===== config.mk =====
export PLATFORM = sky130hd
export DESIGN_NAME = util_sync_edge_filter_flat
export DESIGN_NICKNAME = d
export VERILOG_FILES = /design/src/rtl/util_sync_edge_filter_if.sv /design/src/rtl/util_sync_edge_filter.sv /design/src/flat_wrapper.sv
export SDC_FILE = /design/constraint.sdc
export NUM_CORES = 1
export LEC_CHECK = 0
export CAP_MARGIN = 5
export CORE_UTILIZATION = 46
export CTS_BUF_LIST = sky130_fd_sc_hd__clkbuf_4 sky130_fd_sc_hd__clkbuf_8
export CTS_CLUSTER_DIAMETER = 30
export CTS_CLUSTER_SIZE = 20
export DETAILED_ROUTE_END_ITERATION = 6
export PLACE_DENSITY = 0.79
export SETUP_SLACK_MARGIN = 0.15
export SYNTH_ARGS = -nofsm -noshare
export SYNTH_HDL_FRONTEND = slang
export SYNTH_SLANG_ARGS = --single-unit

===== constraint.sdc =====
create_clock -name clk -period 1.7 [get_ports clk]
set_input_delay 0.34 -clock clk [delete_from_list [all_inputs] [get_ports clk]]
set_output_delay 0.34 -clock clk [all_outputs]
set_load 0.03 [all_outputs]

===== src/rtl/util_sync_edge_filter_if.sv =====
// rtl/util_sync_edge_filter_if.sv - signal bundle between synchronizer consumer and edge filter
interface util_sync_edge_filter_if #(
  parameter int CNT_WIDTH = 16
);
  logic                 d_sync;
  logic                 level;
  logic                 rise;
  logic                 fall;
  logic                 evt_pending;
  logic                 evt_ack;
  logic [CNT_WIDTH-1:0] evt_count;
  logic                 evt_count_clr;
  logic                 overrun;

  // Status/control side: feeds the synchronized level and services events
  modport master (
    output d_sync, evt_ack, evt_count_clr,
    input  level, rise, fall, evt_pending, evt_count, overrun
  );

  // Filter side
  modport slave (
    input  d_sync, evt_ack, evt_count_clr,
    output level, rise, fall, evt_pending, evt_count, overrun
  );
endinterface


===== src/rtl/util_sync_edge_filter.sv =====
// rtl/util_sync_edge_filter.sv - glitch filter with edge pulses, pending/ack, counter and overrun
module util_sync_edge_filter #(
  parameter int   FILTER_CYCLES = 4,
  parameter int   CNT_WIDTH     = 16,
  parameter logic RESET_VALUE   = 1'b0
) (
  input  logic                    clk,
  input  logic                    rst,
  util_sync_edge_filter_if.slave  bus
);

  localparam int FW = $clog2(FILTER_CYCLES + 1);
  localparam logic [FW-1:0]        FCNT_LAST = FW'(FILTER_CYCLES - 1);
  localparam logic [CNT_WIDTH-1:0] CNT_MAX   = '1;

  typedef enum logic {STABLE, CANDIDATE} state_t;

  state_t               state_q;
  logic [FW-1:0]        fcnt_q;
  logic                 level_q;
  logic                 rise_q;
  logic                 fall_q;
  logic                 pending_q;
  logic                 overrun_q;
  logic [CNT_WIDTH-1:0] count_q;

  logic differs;
  logic commit;

  // Decide whether this sample completes a run long enough to flip the level
  always_comb begin
    differs = (bus.d_sync != level_q);
    commit  = 1'b0;
    if (differs) begin
      if (FILTER_CYCLES == 1) begin
        commit = 1'b1;
      end else if ((state_q == CANDIDATE) && (fcnt_q == FCNT_LAST)) begin
        commit = 1'b1;
      end
    end
  end

  // Filter state machine with registered level and one-cycle edge pulses
  always_ff @(posedge clk) begin
    if (rst) begin
      state_q <= STABLE;
      fcnt_q  <= '0;
      level_q <= RESET_VALUE;
      rise_q  <= 1'b0;
      fall_q  <= 1'b0;
    end else begin
      rise_q <= 1'b0;
      fall_q <= 1'b0;
      if (commit) begin
        level_q <= ~level_q;
        rise_q  <= ~level_q;
        fall_q  <= level_q;
        state_q <= STABLE;
        fcnt_q  <= '0;
      end else begin
        case (state_q)
          STABLE: begin
            if (differs) begin
              state_q <= CANDIDATE;
              fcnt_q  <= FW'(1);
            end else begin
              fcnt_q  <= '0;
            end
          end
          CANDIDATE: begin
            if (!differs) begin
              // Input fell back before the run was long enough: a glitch
              state_q <= STABLE;
              fcnt_q  <= '0;
            end else begin
              fcnt_q  <= fcnt_q + 1'b1;
            end
          end
          default: begin
            state_q <= STABLE;
            fcnt_q  <= '0;
          end
        endcase
      end
    end
  end

  // Event bookkeeping: a new edge always wins over ack and clear
  always_ff @(posedge clk) begin
    if (rst) begin
      pending_q <= 1'b0;
      overrun_q <= 1'b0;
      count_q   <= '0;
    end else begin
      pending_q <= commit | (pending_q & ~bus.evt_ack);

      if (commit && pending_q && !bus.evt_ack) begin
        overrun_q <= 1'b1;
      end else if (bus.evt_count_clr) begin
        overrun_q <= 1'b0;
      end

      if (bus.evt_count_clr) begin
        count_q <= commit ? CNT_WIDTH'(1) : '0;
      end else if (commit && (count_q != CNT_MAX)) begin
        count_q <= count_q + 1'b1;
      end
    end
  end

  assign bus.level       = level_q;
  assign bus.rise        = rise_q;
  assign bus.fall        = fall_q;
  assign bus.evt_pending = pending_q;
  assign bus.overrun     = overrun_q;
  assign bus.evt_count   = count_q;

endmodule


===== src/flat_wrapper.sv =====
// flat-port wrapper written by rule: the top's interface ports become plain ports
module util_sync_edge_filter_flat 
#(
  parameter int   FILTER_CYCLES = 4,
  parameter int   CNT_WIDTH     = 16,
  parameter logic RESET_VALUE   = 1'b0
)
  (clk, rst, bus_d_sync, bus_evt_ack, bus_evt_count_clr, bus_level, bus_rise, bus_fall, bus_evt_pending, bus_evt_count, bus_overrun);
  util_sync_edge_filter_if #(.CNT_WIDTH(CNT_WIDTH)) bus_i ();
  input  logic clk;
  input  logic rst;
  input wire logic [$bits(bus_i.d_sync)-1:0] bus_d_sync;
  input wire logic [$bits(bus_i.evt_ack)-1:0] bus_evt_ack;
  input wire logic [$bits(bus_i.evt_count_clr)-1:0] bus_evt_count_clr;
  output wire logic [$bits(bus_i.level)-1:0] bus_level;
  output wire logic [$bits(bus_i.rise)-1:0] bus_rise;
  output wire logic [$bits(bus_i.fall)-1:0] bus_fall;
  output wire logic [$bits(bus_i.evt_pending)-1:0] bus_evt_pending;
  output wire logic [$bits(bus_i.evt_count)-1:0] bus_evt_count;
  output wire logic [$bits(bus_i.overrun)-1:0] bus_overrun;
  assign bus_i.d_sync = bus_d_sync;
  assign bus_i.evt_ack = bus_evt_ack;
  assign bus_i.evt_count_clr = bus_evt_count_clr;
  assign bus_level = bus_i.level;
  assign bus_rise = bus_i.rise;
  assign bus_fall = bus_i.fall;
  assign bus_evt_pending = bus_i.evt_pending;
  assign bus_evt_count = bus_i.evt_count;
  assign bus_overrun = bus_i.overrun;
  util_sync_edge_filter #(.FILTER_CYCLES(FILTER_CYCLES), .CNT_WIDTH(CNT_WIDTH), .RESET_VALUE(RESET_VALUE)) u_core (.clk(clk), .rst(rst), .bus(bus_i));
endmodule

==> impl_metrics.json, run 1 <==
{
  "root_buffer": "clkbuf_4",
  "mostFrequentLayoutCells": "19 x dlygate4sd2_1, 14 x nor2_1, 12 x buf_4, 10 x nand2_1, 10 x dfxtp_2",
  "finalSetupTns_ns": 0,
  "start_util_pct": 50.3,
  "internal_power_uw": 688,
  "syn2layout_area_growth_pct": 43.8,
  "coreArea_mm2": 0.00230,
  "pwr-share-seq_pct": 65.2,
  "ant_nets": 0,
  "p_sw_share_pct": 22.8,
  "start_kind": "register",
  "htreeDepth": 1,
  "critPathSlowestCell": "dfxtp_2",
  "powerDensity_mw_per_mm2": 536,
  "tightest_slew_ns": 0.457,
  "drt_iter0_drc": 22,
  "antenna_found_initial": 0,
  "antenna_cells": 0,
  "path_buf_inv": 0,
  "final_common_cell": "dlygate4sd2_1",
  "cpLargestDelayFamily": "simple AND/OR/NAND/NOR gates",
  "hold-path-endpoint": "u_core.bus.overrun$_SDFFE_PP0P_",
  "combPwrFrac_pct": 4.6,
  "p_leak_uw": 0.000667,
  "r2r_cells": 7,
  "grt_first_pass_wirelength_mm": 4.42,
  "rr_startpoint": "u_core.fcnt_q[0]$_SDFF_PP0_",
  "die_x_um": 52.1,
  "synth_cell_types": 37,
  "holdPathStages": 2,
  "path_cells": "ha_4 -> ha_4 -> nand2_4 -> and4bb_4 -> o2111ai_2 -> or3_4 -> a21oi_2",
  "drive_gt1_share_pct": 38.4,
  "clk_latency_ns": 0.32,
  "status": "finished clean",
  "yosysWarnings": 0,
  "worstReg2RegEnd": "u_core.bus.evt_count[13]$_SDFFE_PP0P_",
  "dp_slack_ns": -0.314,
  "die-area_mm2": 0.00272,
  "layout_setup_ws_ns": 0.0187,
  "place_congestion": 0.793,
  "fmax_ghz": 0.595,
  "worstPathMaxFanout": 4,
  "setup_violations": 0,
  "end_kind": "register",
  "skew_ns": 0.00532,
  "synth_area_leader_cell": "dfxtp_1",
  "finalHoldViolCount": 0,
  "crit_arrival_ns": 1.95,
  "fin_nets": 173,
  "cpMostUsedCell": "ha_4",
  "routed_wl_mm": 2.85,
  "syn-num-nets": 135,
  "synth-async-reset-ratio_pct": 0,
  "rsz0062_at_grt": "yes",
  "maxSlewHeadroom_pct": 69.4,
  "grt_pass1_vias": 1002,
  "cts_buffers": 3,
  "drt-pass1-iter-count": 4,
  "clockBufferDepth": 2,
  "synthDominantCellAreaShare_pct": 43.3,
  "synth_cells": 127,
  "synth_top_cells_by_area": "dfxtp_1 43%, nor2_1 4.5%, xor2_1 4.5%, nand2_1 3.9%, ha_1 3.2%",
  "grt_use_total_pct": 22.5,
  "ys_seq_area_share_pct": 43.3,
  "synth-edff-count": 0,
  "place_hpwl_mm": 2.02,
  "setup.worst_path.class": "reg -> reg",
  "path_clk_slew_ns": 0.14,
  "vias": 1097,
  "final_util_pct": 72.4,
  "clock_power_share_pct": 30.2,
  "cp.depth": 7,
  "cts_tree": "yes",
  "cap_violations": 0,
  "via_per_inst": 5.71,
  "overflow": 0,
  "holdCritStartpoint": "u_core.bus.overrun$_SDFFE_PP0P_",
  "n_fill_cell": 193,
  "synth-seq-cells": 25,
  "wl_per_cell_um": 14.9,
  "max_stage_delay_ns": 0.38,
  "grt_max_degree": 15,
  "syn_area_mm2": 0.00116,
  "ir_drop_mv": 0.446,
  "ctsHoldBuffers": 0,
  "r2r_setup_slack_ns": 0.02,
  "portBuffers": 25,
  "min_period_ns": 1.68,
  "std_cell_rows": 17,
  "fin_crit_sh_pct": 98.9,
  "synth_area_per_cell_um2": 9.10,
  "hold_path.class": "reg -> reg",
  "cts_num_sinks": 25,
  "num_io_pins": 26,
  "ys.flop_type": "dfxtp_1",
  "power.net_switching_uw": 203,
  "cp.required_ns": 1.97,
  "slew_violations": 0,
  "drcViolationCount": 0,
  "die_h_um": 52.1
}
## worst register-to-register path, delay by kind of cell (launching register included)
family | cells | cell delay, ns
compound gates | 2 | 0.22
fa+ha+maj | 2 | 0.27
flops | 1 | 0.38
simple gates | 3 | 0.75
## repair_timing
action / CTS / global route
endpoints found under the setup margin: 33 / 17
setup buffers: 1 / 1
pin swaps: 5 / 11
resized for setup: 28 / 21
gates cloned: 0 / 0
endpoints found under the hold margin: 0 / 0
## flip-flops by register name, summed over array words and instances, names as in the netlist
signal and cells:
u_core.bus.evt_count 16, u_core.fcnt_q 3, u_core.bus.rise 1, u_core.bus.evt_pending 1, u_core.bus.fall 1, u_core.state_q 1, u_core.bus.overrun 1, u_core.bus.level 1
## worst max-delay path by stage
stage | start | slack (ns) | endpoint
detailed placement | bus_d_sync | -0.31 | u_core.bus.evt_count[13]$_SDFFE_PP0P_
finish | u_core.fcnt_q[0]$_SDFF_PP0_ | 0.02 | u_core.bus.evt_count[13]$_SDFFE_PP0P_
global placement | bus_d_sync | -0.28 | u_core.bus.evt_count[13]$_SDFFE_PP0P_
global route | u_core.fcnt_q[0]$_SDFF_PP0_ | -0.03 | u_core.bus.evt_count[13]$_SDFFE_PP0P_
CTS | u_core.fcnt_q[1]$_SDFF_PP0_ | 0.04 | u_core.bus.evt_count[13]$_SDFFE_PP0P_
floorplan | u_core.fcnt_q[1]$_SDFF_PP0_ | 0.09 | u_core.bus.evt_count[13]$_SDFFE_PP0P_
## layout make-up
type,instances,area [um^2],area share [%]
Inverter,1,3.75,0.226
Clock buffer,3,22.5,1.35
Timing Repair Buffer,39,329,19.8
Tap cell,28,35.0,2.11
Clock inverter,1,5.00,0.301
Multi-Input combinational cell,95,728,43.8
Sequential cell,25,539,32.4
## cells in the mapped netlist (3+ instances only)
cell type and n:
ha_1 3, xor2_1 6, xnor2_1 4, nor2_1 14, o21ai_0 6, and3_1 5, nand2_1 12, dfxtp_1 25
or4_1 3, nand3_1 7, a21oi_1 6, buf_6 3
## per-stage QoR
step                hold slack, ns  cells  area, um^2  total power [uW]
floorplan                    0.437    127        1240               616
global placement             0.438    186        1570               632
detailed placement           0.450    186        1570               634
CTS                          0.472    191        1610               901
global route                 0.497    192        1660               926
finish                       0.475    192        1660               891
## power groups by stage
stage / clock (uW) / combinational (uW) / sequential [uW]
floorplan: 0 / 18.8 / 597
global placement: 0 / 35.4 / 597
detailed placement: 0 / 36.5 / 597
CTS: 279 / 37.7 / 584
global route: 299 / 44.4 / 582
finish: 269 / 41.1 / 581
## routing by layer
layer  GRT usage [%]  part of all wire, %
met4            12.7                  3.4
met3            2.63                  3.5
met1            28.2                   44
met2            37.0                   49
met5               0                    0
## cells by family after synthesis
kind of cell | count (synthesis) | share of synthesized area [%]
XOR/XNOR | 10 | 7.58
buffers and inverters | 7 | 4.55
AO/OA/AOI/OAI | 22 | 13.0
adder cells (fa/ha/maj) | 3 | 3.25
AND/OR/NAND/NOR | 60 | 28.4
flip-flops | 25 | 43.3
Note: power is estimated with default switching activity, not from simulation.
==> run 2: changes to the inputs <==
Clock period 1.7 ns to 1.37 ns, I/O delays scaled along.
==> run 2 against run 1 <==
  * The flow now finishes with violations (negative setup slack)
  * Clock-buffer cell count up 1
  * Via count grew 26%
  * Clock power up 34%
  * Die area unchanged
  * Power increased by 29%
  * Critical path type unchanged
  * Critical endpoint unchanged
==> impl_metrics.json, run 2 (synthesis gave the netlist of run 1 again) <==
{
  "wl_per_cell_um": 21.5,
  "maxSlewHeadroom_pct": 83.5,
  "setup.worst_path.class": "reg -> reg",
  "stdcell_area_mm2": 0.00213,
  "p_leak_uw": 0.000836,
  "dp_slack_ns": -0.596,
  "place_congestion": 0.786,
  "coreArea_mm2": 0.00230,
  "drive_gt1_share_pct": 66.3,
  "rsz0062_at_grt": "yes",
  "worstPathMaxFanout": 3,
  "status": "finished, violations left",
  "syn2layout_area_growth_pct": 84.5,
  "start_kind": "register",
  "cp.required_ns": 1.63,
  "end_kind": "register",
  "setup_violations": 24,
  "fin_nets": 208,
  "clock_power_share_pct": 31.3,
  "cts_num_sinks": 25,
  "antenna_found_initial": 0,
  "vias": 1385,
  "cpMostUsedCell": "ha_4",
  "portBuffers": 25,
  "drt_iter0_drc": 63,
  "layout_setup_ws_ns": -0.352,
  "grt_use_total_pct": 31.4,
  "routed_wl_mm": 4.88,
  "ant_nets": 0,
  "path_clk_slew_ns": 0.14,
  "clockBufferDepth": 2,
  "die_x_um": 52.1,
  "start_util_pct": 50.3,
  "ctsHoldBuffers": 0,
  "drcViolationCount": 0,
  "fin_crit_sh_pct": 126,
  "combPwrFrac_pct": 6.5,
  "die_h_um": 52.1,
  "die-area_mm2": 0.00272,
  "powerDensity_mw_per_mm2": 540,
  "crit_arrival_ns": 1.98,
  "grt_pass1_vias": 1310,
  "final_common_cell": "buf_6",
  "root_buffer": "clkbuf_4",
  "hold_path.class": "reg -> reg",
  "antenna_cells": 0,
  "skew_ns": 0.00778,
  "cts_tree": "yes",
  "power.net_switching_uw": 267,
  "min_period_ns": 1.72,
  "fmax_ghz": 0.581,
  "grt_first_pass_wirelength_mm": 6.23,
  "tightest_slew_ns": 0.248,
  "failed_checks": "negative setup slack",
  "critPathSlowestCell": "or3_1",
  "drt-pass1-iter-count": 4,
  "path_cells": "ha_4 -> ha_4 -> nand2_4 -> and4bb_4 -> o2111ai_2 -> or3_1 -> a21oi_2",
  "std_cell_rows": 17,
  "num_io_pins": 26,
  "path_buf_inv": 0,
  "finalHoldViolCount": 0,
  "overflow": 0,
  "place_hpwl_mm": 2.28,
  "largest_reg_flops": 16,
  "mostFrequentLayoutCells": "31 x buf_6, 30 x buf_4, 14 x nor2_1, 10 x nand2_1, 10 x dfxtp_2",
  "ir_drop_mv": 0.520,
  "grt_max_degree": 14,
  "cts_buffers": 3,
  "slew_violations": 0,
  "cpLargestDelayFamily": "simple AND/OR/NAND/NOR gates",
  "internal_power_uw": 885,
  "clk_latency_ns": 0.32,
  "htreeDepth": 1,
  "p_sw_share_pct": 23.2,
  "max_stage_delay_ns": 0.39,
  "cap_violations": 0,
  "via_per_inst": 6.10,
  "pwr-share-seq_pct": 62.2,
  "place_area_mm2": 0.00181
}
run 2: cell count changes in the layout (fill, tap and decap cells not counted), moves of 3 or more:
cell and change:
and3_1 -3, buf_4 +18, buf_6 +29, o21ai_1 +3, buf_2 +9, and3_4 +4, nand3_4 +3, dlygate4sd2_1 -18
run 2: timing repair:
| action | CTS | global route |
|---|---|---|
| resized for setup | 106 | 27 |
| endpoints found under the setup margin | 45 | 35 |
| buffers inserted | 5 | 7 |
| endpoints found under the hold margin | 0 | 0 |
| pin swaps | 9 | 10 |
| cloned | 0 | 0 |
run 2: path summary, 6_finish.rpt:
check | start | to | slack, ns | cells after the start
hold / removal | u_core.bus.evt_count[1]$_SDFFE_PP0P_ | u_core.bus.evt_count[1]$_SDFFE_PP0P_ | 0.49 | 2
setup / recovery | u_core.fcnt_q[0]$_SDFF_PP0_ | u_core.bus.evt_count[13]$_SDFFE_PP0P_ | -0.35 | 7
hold reg to reg | u_core.bus.evt_count[1]$_SDFFE_PP0P_ | u_core.bus.evt_count[1]$_SDFFE_PP0P_ | 0.49 | 2
setup reg to reg | u_core.fcnt_q[0]$_SDFF_PP0_ | u_core.bus.evt_count[13]$_SDFFE_PP0P_ | -0.35 | 7
run 2: layout make-up:
cell class	instances	area, um^2
well taps	28	35.0
repair buffers	74	658
multi-input cells	95	860
clock buffers	4	30.0
inverters	1	3.75
flip-flops and latches	25	547
fillers	77	164
run 2: per-stage QoR:
step                std cells  total power, uW  TNS, ns  hold slack, ns  utilization (%)
floorplan                 127              759   -0.973           0.437                -
global placement          211              789    -9.01           0.438             78.6
detailed placement        211              790    -9.67           0.465             78.6
CTS                       220             1140    -3.46           0.484             86.9
global route              227             1190    -5.91           0.511             92.9
finish                    227             1150    -4.96           0.493             92.9
run 2: power by group through the flow:
stage | registers, uW | clock network [uW] | logic (uW)
finish | 717 | 360 | 75.1
CTS | 716 | 365 | 59.7
global route | 717 | 394 | 79.9
detailed placement | 733 | 0 | 57.2
global placement | 733 | 0 | 56.7
floorplan | 733 | 0 | 26.3
run 2: worst reg2reg max path: stages, from the launching register on:
cell       delay [ns]
dfxtp_2          0.38
ha_4             0.14
ha_4             0.14
nand2_4          0.05
and4bb_4         0.31
o2111ai_2        0.11
or3_1            0.39
a21oi_2          0.15
run 2: layer usage:
layer | track usage [%] | up-vias | part of all wire, %
met2 | 56.6 | 71 | 52
met1 | 35.4 | 683 | 37
met4 | 14.9 | 0 | 5.3
met3 | 5.26 | 31 | 5.4
met5 | 0 | - | 0
li1 | - | 600 | -
==> run 3: changes to the inputs <==
Settings changed: MAX_ROUTING_LAYER set to met4.
==> run 3 against run 2 <==
  * The run still ends with negative setup slack left
  * Maximum frequency rose by 0.32%
  * Hold slack better by 0.016 ns
  * Combinational power about the same
  * First-iteration DRC count rose by 7.9%
  * Power grew 0.46%
  * Final cell count stayed put
  * Global-route usage increased by 0.64 points
  * Non-clock buffer count is the same
  * Via count is 0.65% higher
  * Critical path type unchanged
  * Largest cell class unchanged
==> impl_metrics.json, run 3 (synthesis gave the netlist of run 1 again) <==
{
  "ir_drop_mv": 0.588,
  "ff_latch_area_um2": 549,
  "maxSlewHeadroom_pct": 82.6,
  "overflow": 0,
  "failed_checks": "negative setup slack",
  "worstReg2RegEnd": "u_core.bus.evt_count[13]$_SDFFE_PP0P_",
  "ant_nets": 0,
  "hold_path.class": "reg -> reg",
  "cp.required_ns": 1.64,
  "drt-pass1-iter-count": 6,
  "portBuffers": 25,
  "drcViolationCount": 0,
  "start_kind": "register",
  "start_util_pct": 50.3,
  "mostFrequentLayoutCells": "31 x buf_6, 30 x buf_4, 14 x nor2_1, 10 x nand2_1, 10 x dfxtp_4",
  "clockBufferDepth": 2,
  "grt_use_total_pct": 32.0,
  "layout_setup_ws_ns": -0.346,
  "powerDensity_mw_per_mm2": 538,
  "tightest_slew_ns": 0.259,
  "path_clk_slew_ns": 0.14,
  "dp_slack_ns": -0.596,
  "multi_input_area_um2": 870,
  "fin_crit_sh_pct": 125,
  "cts_buffers": 3,
  "cts_tree": "yes",
  "skew_ns": 0.00539,
  "vias": 1394,
  "grt_first_pass_wirelength_mm": 6.21,
  "r2r_cells": 7,
  "startpoint": "u_core.fcnt_q[0]$_SDFF_PP0_",
  "root_buffer": "clkbuf_4",
  "grt_max_degree": 14,
  "rr_startpoint": "u_core.fcnt_q[0]$_SDFF_PP0_",
  "coreArea_mm2": 0.00230,
  "htreeDepth": 1,
  "antenna_cells": 0,
  "largest_reg_flops": 16,
  "min_period_ns": 1.72,
  "via_per_inst": 6.14,
  "end_kind": "register",
  "place_hpwl_mm": 2.28,
  "drive_gt1_share_pct": 66.3,
  "fin_nets": 208,
  "wl_per_cell_um": 22.2,
  "rsz0062_at_grt": "yes",
  "setup.worst_path.class": "reg -> reg",
  "p_leak_uw": 0.000834,
  "final_util_pct": 93.6,
  "grt_pass1_vias": 1327,
  "cts_num_sinks": 25,
  "worstPathMaxFanout": 3,
  "setup_violations": 23,
  "fmax_ghz": 0.583,
  "n_fill_cell": 71,
  "place_congestion": 0.797,
  "std_cell_rows": 17,
  "antenna_found_initial": 0,
  "final_common_cell": "buf_6",
  "r2r_setup_slack_ns": -0.35,
  "cap_violations": 0,
  "slew_violations": 0,
  "crit_arrival_ns": 1.99,
  "routed_wl_mm": 5.03,
  "die-area_mm2": 0.00272,
  "num_io_pins": 26,
  "clk_latency_ns": 0.33,
  "drt_iter0_drc": 68,
  "finalHoldViolCount": 0,
  "syn2layout_area_growth_pct": 86.0,
  "status": "finished, violations left",
  "crit_end": "u_core.bus.evt_count[13]$_SDFFE_PP0P_",
  "die_x_um": 52.1,
  "die_h_um": 52.1
}
## run 3: per-layer routing
layer / vias up / GRT usage (%) / share of wire, %
li1: 599 / - / -
met1: 645 / 34.3 / 36
met5: - / - / 0
met3: 44 / 5.56 / 6.4
met4: 0 / 15.4 / 7.7
met2: 106 / 56.8 / 50
## run 3: power by group
group	internal, uW	switching [uW]
Sequential	711	3.81
Clock	134	234
Combinational	38.4	36.4
## run 3: final cells by class
type,count,area share (%)
multi-input combinational,95,40.4
timing repair buffer,74,30.8
sequential,25,25.5
tap,28,1.63
clock buffer,4,1.40
inverter,1,0.175
## run 3: how the worst min path moves through the flow
stage	startpoint	slack (ns)	endpoint	depth (start not counted)
final	u_core.bus.evt_count[1]$_SDFFE_PP0P_	0.51	u_core.bus.evt_count[1]$_SDFFE_PP0P_	2
after global routing	u_core.bus.overrun$_SDFFE_PP0P_	0.53	u_core.bus.overrun$_SDFFE_PP0P_	2
after global placement	u_core.bus.overrun$_SDFFE_PP0P_	0.44	u_core.bus.overrun$_SDFFE_PP0P_	2
after CTS	u_core.fcnt_q[0]$_SDFF_PP0_	0.48	u_core.fcnt_q[0]$_SDFF_PP0_	1
after floorplan	u_core.fcnt_q[0]$_SDFF_PP0_	0.44	u_core.fcnt_q[0]$_SDFF_PP0_	1
after detailed placement	u_core.fcnt_q[0]$_SDFF_PP0_	0.46	u_core.fcnt_q[0]$_SDFF_PP0_	1
## run 3: worst max-delay path, cell delays in order, from the launching register on
cell	delay (ns)
dfxtp_2	0.37
ha_4	0.14
ha_4	0.14
nand2_4	0.05
and4bb_4	0.32
o2111ai_2	0.12
or3_1	0.40
a21oi_2	0.13
## run 3: timing repair
| action | in CTS | in global routing |
|---|---|---|
| setup endpoints to repair | 45 | 35 |
| pin swaps | 9 | 11 |
| gates resized for setup | 106 | 31 |
| setup buffers | 5 | 7 |
| hold buffers | 0 | 0 |
| gates cloned | 0 | 0 |
## run 3: per-stage QoR
step | total power, uW | cells | hold WS, ns | TNS, ns | instance area (um^2)
final | 1160 | 227 | 0.509 | -4.99 | 2150
after floorplan | 759 | 127 | 0.437 | -0.973 | 1330
after global placement | 789 | 211 | 0.438 | -9.01 | 1810
after detailed placement | 790 | 211 | 0.465 | -9.67 | 1810
after global routing | 1190 | 227 | 0.529 | -5.84 | 2150
after CTS | 1140 | 220 | 0.484 | -3.46 | 2000
